File: src/rtl/yuv_rgb_frame_writer.sv
`timescale 1ns/1ps
// Converts one YUV 4:2:2 frame in SRAM to packed 8-bit RGB, 13 cycles per 4-pixel group.
// SRAM reads return two cycles after the address; all SRAM outputs are registered.
module yuv_rgb_frame_writer #(
  parameter logic [17:0] Y_BASE     = 18'd0,
  parameter logic [17:0] U_BASE     = 18'd38400,
  parameter logic [17:0] V_BASE     = 18'd57600,
  parameter logic [17:0] RGB_BASE   = 18'd146944,
  parameter int          NUM_GROUPS = 19200
) (
  input  logic        Clock,
  input  logic        Resetn,
  input  logic        start,
  output logic        busy,
  output logic        done,
  output logic [17:0] SRAM_address,
  output logic [15:0] SRAM_write_data,
  output logic        SRAM_we_n,
  input  logic [15:0] SRAM_read_data
);

  localparam int            KW     = (NUM_GROUPS > 1) ? $clog2(NUM_GROUPS) : 1;
  localparam logic [KW-1:0] K_LAST = KW'(NUM_GROUPS - 1);

  typedef enum logic [3:0] {
    S_IDLE,
    S_RD0,
    S_RD1,
    S_RD2,
    S_RD3,
    S_CAP_U,
    S_CAP_V,
    S_CALC,
    S_WR0,
    S_WR1,
    S_WR2,
    S_WR3,
    S_WR4,
    S_WR5
  } state_t;

  state_t        r_state;
  state_t        w_state_nxt;
  logic [KW-1:0] r_k;
  logic [KW-1:0] w_k_nxt;
  logic [17:0]   w_k18;
  logic [17:0]   w_k_nxt18;

  logic [17:0]   w_addr_nxt;
  logic [15:0]   w_wdata_nxt;
  logic          w_we_n_nxt;
  logic          w_busy_nxt;
  logic          w_done_nxt;

  logic [15:0]   r_y01;
  logic [15:0]   r_y23;
  logic [15:0]   r_u;
  logic [15:0]   r_v;
  logic [23:0]   r_p0;
  logic [23:0]   r_p1;
  logic [23:0]   r_p2;
  logic [23:0]   r_p3;
  logic [23:0]   w_p0;
  logic [23:0]   w_p1;
  logic [23:0]   w_p2;
  logic [23:0]   w_p3;

  // Arithmetic shift floors negative sums, so anything below zero clips to 0.
  function automatic logic [7:0] clip16(input logic signed [31:0] acc);
    logic signed [31:0] s;
    s = acc >>> 16;
    if (s < 0)
      return 8'd0;
    if (s > 32'sd255)
      return 8'hFF;
    return s[7:0];
  endfunction

  function automatic logic [23:0] yuv2rgb(input logic [7:0] yb,
                                          input logic [7:0] ub,
                                          input logic [7:0] vb);
    logic signed [31:0] y;
    logic signed [31:0] u;
    logic signed [31:0] v;
    logic signed [31:0] r;
    logic signed [31:0] g;
    logic signed [31:0] b;
    y = signed'({24'd0, yb}) - 32'sd16;
    u = signed'({24'd0, ub}) - 32'sd128;
    v = signed'({24'd0, vb}) - 32'sd128;
    r = 32'sd76284 * y + 32'sd104595 * v;
    g = 32'sd76284 * y - 32'sd25624 * u - 32'sd53281 * v;
    b = 32'sd76284 * y + 32'sd132251 * u;
    return {clip16(r), clip16(g), clip16(b)};
  endfunction

  // High bytes are the even pixel / first chroma pair.
  assign w_p0 = yuv2rgb(r_y01[15:8], r_u[15:8], r_v[15:8]);
  assign w_p1 = yuv2rgb(r_y01[7:0],  r_u[15:8], r_v[15:8]);
  assign w_p2 = yuv2rgb(r_y23[15:8], r_u[7:0],  r_v[7:0]);
  assign w_p3 = yuv2rgb(r_y23[7:0],  r_u[7:0],  r_v[7:0]);

  assign w_k18     = 18'(r_k);
  assign w_k_nxt18 = 18'(w_k_nxt);

  always_ff @(posedge Clock or negedge Resetn) begin
    if (!Resetn) begin
      r_state         <= S_IDLE;
      r_k             <= '0;
      busy            <= 1'b0;
      done            <= 1'b0;
      SRAM_address    <= '0;
      SRAM_write_data <= '0;
      SRAM_we_n       <= 1'b1;
    end else begin
      r_state         <= w_state_nxt;
      r_k             <= w_k_nxt;
      busy            <= w_busy_nxt;
      done            <= w_done_nxt;
      SRAM_address    <= w_addr_nxt;
      SRAM_write_data <= w_wdata_nxt;
      SRAM_we_n       <= w_we_n_nxt;
    end
  end

  always_ff @(posedge Clock or negedge Resetn) begin
    if (!Resetn) begin
      r_y01 <= '0;
      r_y23 <= '0;
      r_u   <= '0;
      r_v   <= '0;
      r_p0  <= '0;
      r_p1  <= '0;
      r_p2  <= '0;
      r_p3  <= '0;
    end else begin
      case (r_state)
        S_RD2:   r_y01 <= SRAM_read_data;
        S_RD3:   r_y23 <= SRAM_read_data;
        S_CAP_U: r_u   <= SRAM_read_data;
        S_CAP_V: r_v   <= SRAM_read_data;
        S_CALC: begin
          r_p0 <= w_p0;
          r_p1 <= w_p1;
          r_p2 <= w_p2;
          r_p3 <= w_p3;
        end
        default: ;
      endcase
    end
  end

  // Next values for the registered SRAM outputs are chosen by the state being entered.
  always_comb begin
    w_state_nxt = r_state;
    w_k_nxt     = r_k;
    w_addr_nxt  = SRAM_address;
    w_wdata_nxt = SRAM_write_data;
    w_we_n_nxt  = 1'b1;
    w_busy_nxt  = busy;
    w_done_nxt  = 1'b0;

    case (r_state)
      S_IDLE: begin
        if (start && !busy) begin
          w_state_nxt = S_RD0;
          w_addr_nxt  = Y_BASE + (w_k18 << 1);
          w_busy_nxt  = 1'b1;
        end else begin
          w_busy_nxt  = 1'b0;
        end
      end
      S_RD0: begin
        w_state_nxt = S_RD1;
        w_addr_nxt  = Y_BASE + (w_k18 << 1) + 18'd1;
      end
      S_RD1: begin
        w_state_nxt = S_RD2;
        w_addr_nxt  = U_BASE + w_k18;
      end
      S_RD2: begin
        w_state_nxt = S_RD3;
        w_addr_nxt  = V_BASE + w_k18;
      end
      S_RD3:   w_state_nxt = S_CAP_U;
      S_CAP_U: w_state_nxt = S_CAP_V;
      S_CAP_V: w_state_nxt = S_CALC;
      S_CALC: begin
        w_state_nxt = S_WR0;
        w_addr_nxt  = RGB_BASE + (w_k18 << 2) + (w_k18 << 1);
        w_wdata_nxt = w_p0[23:8];
        w_we_n_nxt  = 1'b0;
      end
      S_WR0: begin
        w_state_nxt = S_WR1;
        w_addr_nxt  = SRAM_address + 18'd1;
        w_wdata_nxt = {r_p0[7:0], r_p1[23:16]};
        w_we_n_nxt  = 1'b0;
      end
      S_WR1: begin
        w_state_nxt = S_WR2;
        w_addr_nxt  = SRAM_address + 18'd1;
        w_wdata_nxt = r_p1[15:0];
        w_we_n_nxt  = 1'b0;
      end
      S_WR2: begin
        w_state_nxt = S_WR3;
        w_addr_nxt  = SRAM_address + 18'd1;
        w_wdata_nxt = r_p2[23:8];
        w_we_n_nxt  = 1'b0;
      end
      S_WR3: begin
        w_state_nxt = S_WR4;
        w_addr_nxt  = SRAM_address + 18'd1;
        w_wdata_nxt = {r_p2[7:0], r_p3[23:16]};
        w_we_n_nxt  = 1'b0;
      end
      S_WR4: begin
        w_state_nxt = S_WR5;
        w_addr_nxt  = SRAM_address + 18'd1;
        w_wdata_nxt = r_p3[15:0];
        w_we_n_nxt  = 1'b0;
      end
      S_WR5: begin
        if (r_k < K_LAST) begin
          w_k_nxt     = r_k + KW'(1);
          w_state_nxt = S_RD0;
          w_addr_nxt  = Y_BASE + (w_k_nxt18 << 1);
        end else begin
          // busy stays high through the done cycle and drops with it.
          w_k_nxt     = '0;
          w_state_nxt = S_IDLE;
          w_done_nxt  = 1'b1;
        end
      end
      default: w_state_nxt = S_IDLE;
    endcase
  end

endmodule
File: config.mk
export PLATFORM = sky130hd
export DESIGN_NAME = yuv_rgb_frame_writer
export DESIGN_NICKNAME = d
export VERILOG_FILES = /design/src/rtl/yuv_rgb_frame_writer.sv
export SDC_FILE = /design/constraint.sdc
export NUM_CORES = 2
export LEC_CHECK = 0
export CORE_ASPECT_RATIO = 0.7
export CORE_MARGIN = 4
export CORE_UTILIZATION = 50
export CTS_BUF_LIST = sky130_fd_sc_hd__clkbuf_16
export CTS_CLUSTER_DIAMETER = 30
export DETAILED_ROUTE_END_ITERATION = 12
export DONT_BUFFER_PORTS = 1
export PLACE_DENSITY_LB_ADDON = 0.15
export SLEW_MARGIN = 5
export SYNTH_ARGS = -nofsm -noshare
export SYNTH_HDL_FRONTEND = slang
export SYNTH_SLANG_ARGS = --single-unit
export TNS_END_PERCENT = 5
File: constraint.sdc
create_clock -name Clock -period 10.2 [get_ports Clock]
set_input_delay 1.53 -clock Clock [delete_from_list [all_inputs] [get_ports Clock]]
set_output_delay 1.53 -clock Clock [all_outputs]
set_load 0.03 [all_outputs]
==> flow_summary.ini <==
[cts]
holdBufCountCts = 0
path_clk_slew_ps = 90
insertion_delay_ps = 530
cts_buffers = 17
postCtsResizedCells = 0
clock-sinks = 200
cts_setup_buffers = 0
clock_path_buffers = 2
cts_max_level = 4
cts_tree = done
clockRootBuffer = clkbuf_16

[floorplanning]
io_pins = 56
die_h_um = 265
die_w_um = 375
fp-row-count = 94
core_region_area_um2 = 93900
start_util_pct = 50.3
dieArea_um2 = 99500

[setup_path]
crit_path_top_delay_cell = a2111oi_2
cpPeakStageDelay_ps = 780
reg2reg_to = r_p2[8]
path_buf_inv = 7
path_class = reg2reg
crit_fanout = 8
crit_required_ps = 10660
r2r-start = r_y23[12]
crit_family = adder cells
r2r_slack_ps = 1130
setup.worst_path.end_class = flop
start_kind = flop
worstRegToRegCells = 35
arrival_ps = 9530
cp_common_cell = inv_1

[timing]
worst_pin_slew_ps = 1190
period_share_pct = 89.0
rsz0062_at_grt = no
slew_headroom_pct = 20.2
hold_viol = 0
clock.fmax_mhz = 110
report.final.setup_viol = 0
worst_clock_skew_ps = 20.5
finalCriticalPeriod_ps = 9070
slew_violations = 0
fin_tns_setup_ps = 0

[run_status]
status = finished, final reports clean

[drt]
vias = 38300
finalWirelength_mm = 146
ant_nets = 0
dr.pass1.iters = 10
drt-initial-drc-count = 3189
drcViolationCount = 0
avgViaCountPerCell = 5.83
wl_per_cell_um = 22.3

[logic_synthesis]
ys_seq_area_share_pct = 10.6
synth_area_um2 = 47200
syn_avg_cell_area_um2 = 8.89
synth_seq_cells = 200
ys_async_sr_fraction_pct = 100
syn-num-nets = 6908
ys_warn_count = 0
synthFlopType = dfrtp_1
synth_cells = 5312
synth_edf_count = 0
ys_types = 101

[worst_hold_path]
hold_end = r_p3[8]
min-delay-path-class = reg2reg
hold_path_depth = 1
hold_start = r_p3[8]

[grt]
gr-total-overflow = 0
grt_use_met1_pct = 46.2
grt_busiest_layer = met1
grt_util_met2_pct = 36.8
grt_pass1_wl_mm = 223
grt.total_usage_pct = 29.4
use_met3_pct = 12.5
grt_pass1_vias = 36300
grt_start_max_net_pins = 201
antenna_found_initial = 11

[placed_design]
hpwl_mm = 126
place.port_buffers = 0
gp_congestion = 0.954
dpl.cell_count = 6528
postPlaceCellArea_um2 = 48800

[cells_and_area]
syn_to_final_growth_pct = 4.65
design_area_um2 = 49400
mostFrequentLayoutCells = ha_1 (1236), inv_1 (882), fa_1 (341)
final-instance-count-excl-fill = 6569
nets = 6895
final_common_cell = ha_1
drive_gt1_share_pct = 3.03

[run]
max-cap-violations = 0
[worst reg2reg max path, delay by kind of cell (launching register included)]
family | cells | cell delay (ps)
flops | 1 | 430
xor+xnor | 2 | 570
simple gates | 3 | 200
fa+ha+maj | 9 | 3550
compound gates | 13 | 3430
mux | 1 | 140
buf+inv | 7 | 700
[synth_stat cells, types with 22 or more instances]
| master | count | share of area, % |
|---|---|---|
| ha_1 | 1236 | 33 |
| inv_1 | 882 | 7.0 |
| fa_1 | 341 | 14 |
| a21oi_1 | 308 | 3.3 |
| nand2_1 | 300 | 2.4 |
| nor2_1 | 250 | 2.0 |
| xnor2_1 | 242 | 4.5 |
| o21ai_0 | 211 | 2.2 |
| dfrtp_1 | 199 | 11 |
| xor2_1 | 115 | 2.1 |
| a21o_1 | 113 | 1.8 |
| nor3_1 | 96 | 1.0 |
| nand3_1 | 95 | 1.0 |
| nor2b_1 | 63 | 0.83 |
| nand2b_1 | 60 | 0.79 |
| o21a_1 | 57 | 0.91 |
| clkbuf_1 | 52 | 0.41 |
| o21bai_1 | 41 | 0.65 |
| a31oi_1 | 38 | 0.50 |
| and3_1 | 36 | 0.48 |
| a211oi_1 | 27 | 0.43 |
| a22oi_1 | 27 | 0.43 |
| o211ai_1 | 27 | 0.43 |
| or3_1 | 26 | 0.34 |
| o221a_2 | 25 | 0.60 |
| o31ai_1 | 23 | 0.37 |
| a221o_1 | 22 | 0.47 |
| nand4_1 | 22 | 0.29 |
[state kept, by name, summed over array words and instances, names as in the netlist, 4 cells and up]
name	flops
r_v	16
r_p3	24
r_u	16
r_state	4
SRAM_write_data	16
r_p1	24
r_y23	16
r_y01	16
r_p0	8
SRAM_address	18
r_p2	24
r_k	15
[final cells by class]
class	instances	area [µm²]
Fill cell	8802	44400
Timing Repair Buffer	28	210
Antenna cell	9	22.5
Clock buffer	17	425
Multi-Input combinational cell	4167	38700
Clock inverter	15	171
Inverter	885	3320
Tap cell	1248	1560
Sequential cell	200	5010
[logic make-up (layout without fill, tap and decap cells)]
group	count (synthesis)	in the layout	synth area share [%]
compound gates	1165	1165	16.9
xor+xnor	357	357	6.62
fa+ha+maj	1577	1577	47.2
buf+inv	945	945	7.53
flops	200	200	10.6
mux	30	30	0.673
other cells	0	9	0
simple gates	1038	1038	10.5
[routing by layer]
metal  up-vias  part of all wire, %
li1      18600                    -
met1     18400                   51
met2      1236                   35
met3       106                   12
met4        24                  1.2
met5         -                 0.15
[stage by stage]
step / hold WS (ps) / util (%) / setup slack [ps]
after floorplan: 448 / - / 2150
after global placement: 475 / 52.0 / 1290
after detailed placement: 466 / 52.0 / 1190
after CTS: 493 / 52.6 / 1150
after global routing: 522 / 52.7 / 424
final: 494 / 52.7 / 1130
[worst max-delay path by stage]
stage / startpoint / to / slack (ps) / cells past startpoint
global placement: r_y23[12] / r_p2[15] / 1290 / 35
floorplan: r_y23[12] / r_p2[10] / 2150 / 35
finish: r_y23[12] / r_p2[8] / 1130 / 35
global route: r_y23[12] / r_p2[11] / 420 / 35
detailed placement: r_y23[12] / r_p2[11] / 1190 / 35
CTS: r_y23[12] / r_p2[11] / 1150 / 35
Power is left out: the tool's default activity adds up to more than one toggle a clock period on the data nets, which glitch-free logic cannot reach.
